**src/rtl/cpu_pkg.sv**
```systemverilog
// Shared CPU definitions: instruction encodings, fetch FSM states, default widths.
package cpu_pkg;
  localparam int              PC_W_DEF     = 8;
  localparam int              INSTR_W_DEF  = 16;
  localparam logic [7:0]      JUMPR_PREFIX = 8'h9A;
  localparam logic [15:0]     NOP          = 16'h0000;

  typedef enum logic {
    IDLE  = 1'b0,
    FETCH = 1'b1
  } fetch_state_e;
endpackage

```
**src/rtl/pc_next.sv**
```systemverilog
// Next-PC computation: sequential increment or PC-relative JUMPR target.
module pc_next
  import cpu_pkg::*;
#(
  parameter int PC_W    = PC_W_DEF,
  parameter int INSTR_W = INSTR_W_DEF
) (
  input  logic [PC_W-1:0]    pc,
  input  logic [INSTR_W-1:0] instr,
  output logic [PC_W-1:0]    next_pc,
  output logic               is_jumpr
);
  logic [PC_W-1:0] w_seq;
  logic [PC_W-1:0] w_off;

  assign is_jumpr = (instr[15:8] == JUMPR_PREFIX);
  assign w_seq    = pc + {{(PC_W-1){1'b0}}, 1'b1};
  // 8-bit displacement is signed, relative to the following instruction
  assign w_off    = PC_W'($signed(instr[7:0]));
  assign next_pc  = is_jumpr ? (w_seq + w_off) : w_seq;
endmodule

```
**src/rtl/instr_fetch.sv**
```systemverilog
// Fetch stage: owns PC, drives ROM address, fills the IF/ID register with valid/ready.
module instr_fetch
  import cpu_pkg::*;
#(
  parameter int              PC_W     = PC_W_DEF,
  parameter int              INSTR_W  = INSTR_W_DEF,
  parameter logic [PC_W-1:0] RESET_PC = '0
) (
  input  logic               clk,
  input  logic               rst_n,
  input  logic               run,
  output logic [PC_W-1:0]    pc,
  input  logic [INSTR_W-1:0] instr,
  output logic [INSTR_W-1:0] ir,
  output logic [PC_W-1:0]    ir_pc,
  output logic               ir_valid,
  input  logic               ir_ready,
  input  logic               redirect,
  input  logic [PC_W-1:0]    redirect_pc,
  output logic [15:0]        fetch_count
);
  fetch_state_e      r_state, w_state_nxt;
  logic [PC_W-1:0]   r_pc, r_ir_pc;
  logic [INSTR_W-1:0] r_ir;
  logic              r_ir_valid;
  logic [15:0]       r_cnt;
  logic [PC_W-1:0]   w_next_pc;
  logic              w_jumpr_unused;  // decode consumes is_jumpr; fetch only needs the target
  logic              w_slot_free;
  logic              w_fetch;

  pc_next #(.PC_W(PC_W), .INSTR_W(INSTR_W)) u_pc_next (
    .pc       (r_pc),
    .instr    (instr),
    .next_pc  (w_next_pc),
    .is_jumpr (w_jumpr_unused)
  );

  assign w_slot_free = !r_ir_valid || ir_ready;

  always_comb begin
    w_state_nxt = r_state;
    w_fetch     = 1'b0;
    case (r_state)
      IDLE:    if (run) w_state_nxt = FETCH;
      FETCH: begin
        if (!run)             w_state_nxt = IDLE;
        else if (w_slot_free) w_fetch     = 1'b1;
      end
      default: w_state_nxt = IDLE;
    endcase
    // redirect freezes the FSM and suppresses the fetch
    if (redirect) begin
      w_state_nxt = r_state;
      w_fetch     = 1'b0;
    end
  end

  always_ff @(posedge clk or negedge rst_n) begin
    if (!rst_n) begin
      r_state    <= IDLE;
      r_pc       <= RESET_PC;
      r_ir       <= NOP;
      r_ir_pc    <= '0;
      r_ir_valid <= 1'b0;
      r_cnt      <= '0;
    end else begin
      r_state <= w_state_nxt;
      if (redirect) begin
        r_pc       <= redirect_pc;
        r_ir_valid <= 1'b0;
      end else if (w_fetch) begin
        r_ir       <= instr;
        r_ir_pc    <= r_pc;
        r_ir_valid <= 1'b1;
        r_pc       <= w_next_pc;
        if (r_cnt != 16'hFFFF) r_cnt <= r_cnt + 16'd1;
      end else if (w_slot_free) begin
        r_ir_valid <= 1'b0;
      end
    end
  end

  assign pc          = r_pc;
  assign ir          = r_ir;
  assign ir_pc       = r_ir_pc;
  assign ir_valid    = r_ir_valid;
  assign fetch_count = r_cnt;
endmodule

```
**config.mk**
```make
export PLATFORM = sky130hd
export DESIGN_NAME = instr_fetch
export DESIGN_NICKNAME = d
export VERILOG_FILES = /design/src/rtl/cpu_pkg.sv /design/src/rtl/pc_next.sv /design/src/rtl/instr_fetch.sv
export SDC_FILE = /design/constraint.sdc
export NUM_CORES = 1
export LEC_CHECK = 0
export ABC_CLOCK_PERIOD_IN_PS = 3400
export BUFFER_PORTS_ARGS = -buffer_cell sky130_fd_sc_hd__buf_2
export CAP_MARGIN = 0
export CORE_AREA = 3 3 61 91
export DETAILED_ROUTE_END_ITERATION = 6
export DIE_AREA = 0 0 64 94
export GPL_TIMING_DRIVEN = 0
export PLACE_DENSITY_LB_ADDON = 0.2
export SYNTH_ARGS = -nofsm -noshare
export SYNTH_HDL_FRONTEND = slang
export SYNTH_SLANG_ARGS = --single-unit
```
**constraint.sdc**
```tcl
create_clock -name clk -period 3.4 [get_ports clk]
set_input_delay 0.17 -clock clk [delete_from_list [all_inputs] [get_ports clk]]
set_output_delay 0.17 -clock clk [all_outputs]
set_load 0.1 [all_outputs]
```
==> out/qor.yml <==
setup_path:
  r2r_setup_slack_ns: 0.90
  cp_max_fo: 7
  required_ns: 3.59
  critPathLaunchType: "register"
  arrival_ns: 2.69
  critPathKind: "reg2reg"
  cp-end-kind: "register"
timing:
  setup_tns_ns: 0
  hold_violations: 0
  rsz0062_at_grt: "no"
  max_freq_ghz: 0.399
  tightest_slew_ns: 1.11
  finalWorstPathRequiredPeriod_ns: 2.50
  timing.clock.skew_ns: 0.0104
  fin_ws_ns: 0.896
  setup_viol: 0
  maxSlewViolCount: 0
  timing.hold.ws_ns: 0.0495
  slew_headroom: 0.261
  fin_crit_sh: 0.736
route:
  drc: 0
  viasPerCell: 5.17
  vias: 2238
  wire_per_inst_um: 14.1
  drt.antenna.violating_nets: 0
  routed_wl_mm: 6.13
  firstDrtPassIters: 4
  drtIter0Drc: 100
place:
  gp_congestion: 0.896
  dp_slack_ns: 0.972
  port_buffers: 77
  post-dp-hpwl_mm: 4.64
pwr:
  irDropWorstVdd_mv: 0.486
  p_leak_uw: 0.00165
  p_per_area_nw_per_um2: 726
clocking:
  root_buffer: "clkbuf_8"
  hold_buffers: 0
  clock_path_buffers: 2
  clock_sinks: 50
  htree_levels: 2
  post_cts_resized: 0
  insertion_delay_ns: 0.31
  cts_tree: "built"
  post_cts_buffers: 0
  numCtsBuffers: 5
  clk_pin_slew_ns: 0.10
synth:
  synth-seq-area-share: 0.476
  syn-instance-count: 282
  synth_edf_count: 0
  syn_area_um2: 2630
  netlist.area_leader.share: 0.476
  ys_ff_latch: 50
  ys.flop_type: "dfrtp_1"
  synth_nets: 322
  yosysWarnings: 0
  synth_commonest_cells: "91 x nand2_1, 50 x dfrtp_1, 19 x xnor2_1, 15 x a21oi_1, 14 x nand3_1"
  synth_cell_types: 40
  synthArstFlopShare: 1.00
  synth.avg_cell_area_um2: 9.31
  synth_top_area_cell: "dfrtp_1"
  yosysMostFrequentCell: "nand2_1"
  synthTopCellsByArea: "dfrtp_1 48%, nand2_1 13%, xnor2_1 6.3%, ha_1 4.8%, a21oi_1 2.9%"
status:
  outcome: "finished clean"
die:
  fp-row-count: 31
  core_region_area_um2: 4850
  die_w_um: 64
  ios: 78
  fp.dieArea_um2: 6020
  die_height_um: 94
  start_util: 0.542
layout:
  fillCellCount: 427
  antennaDiodeCount: 0
  syn2layout_area_growth_pct: 21.3
  drive_above_1_share: 0.270
  fin_nets: 406
global_routing:
  grt_pass1_vias: 2224
  track_usage: 0.219
  grt_first_pass_wirelength_mm: 10.4
  antenna_found_initial: 0
  grt_max_degree: 51
  globalRouteOverflowTotal: 0
min_path:
  hp-class: "in2reg"
job:
  max_cap_violations: 0
worst max-delay path, cell delays in order, from the launching register on:
cell and delay, ns:
dfrtp_1 0.48, ha_1 0.32, nand3_1 0.12, xnor2_1 0.24
ha_1 0.33, nor4_1 0.31, a21oi_1 0.10, a21oi_1 0.15
a31oi_1 0.07, xnor2_1 0.18, a21oi_1 0.08
area by class of cell:
class                   count  area [um2]  area share
clock inverters             3        23.8     0.00746
repair buffers             77         385       0.121
well taps                  66        82.6      0.0259
flip-flops and latches     50        1250       0.393
inverters                   2        7.51     0.00236
clock buffers               5        68.8      0.0216
multi-input cells         222        1330       0.419
plain buffers               8        33.8      0.0106
routing by layer:
| metal | vias to the layer above | GRT usage | share of wire |
|---|---|---|---|
| li1 | 1121 | - | - |
| met1 | 1051 | 0.266 | 0.40 |
| met2 | 60 | 0.387 | 0.53 |
| met3 | 6 | 0.0335 | 0.051 |
| met4 | 0 | 0.0793 | 0.015 |
| met5 | - | 0 | 0 |
cells in the final DEF (no fill, tap or decap), drive strengths merged, types with 8 or more instances in the layout:
cell type / count
nor2: 14
nand2: 91
xnor2: 19
buf: 80
a21oi: 15
o21ai: 10
xor2: 8
nand3: 14
ha: 10
dfrtp: 50
clkbuf: 10
power by group:
group / internal [uW] / switching (uW)
logic: 200 / 970
clock network: 147 / 211
registers: 696 / 88.9
total: 1040 / 1270
worst paths after layout:
path | cells after the start | start | endpoint
max | 10 | pc[1] | pc[7]
min | 3 | instr[12] | ir[12]
max reg2reg | 10 | pc[1] | pc[7]
min reg2reg | 2 | ir[6] | ir[6]
max in group asynchronous | 1 | rst_n | ir[1]
min in group asynchronous | 1 | rst_n | fetch_count[0]
stage by stage:
step,power [uW],instance area (um2),util,instances
after floorplan,1760,2630,-,282
final,2310,3190,0.657,433
after global routing,2420,3190,0.657,433
after detailed placement,1970,3090,0.638,425
after global placement,1950,3090,0.638,425
after CTS,2330,3190,0.657,433
cells by family after synthesis:
logic type,after synthesis,share of synthesized area
AOI/OAI and AO/OA,38,0.0900
xor gates and xnor gates,27,0.0900
buffers and inverters,10,0.0157
adders and majority gates,11,0.0553
DFF,50,0.476
muxes,2,0.00810
and+or+nand+nor,144,0.264
sequential cells by signal, indices dropped and copies added, names as in the netlist:
signal / count
pc: 8
ir_valid: 1
ir: 16
ir_pc: 8
fetch_count: 16
r_state: 1
Power figures use the tool's default switching activity.
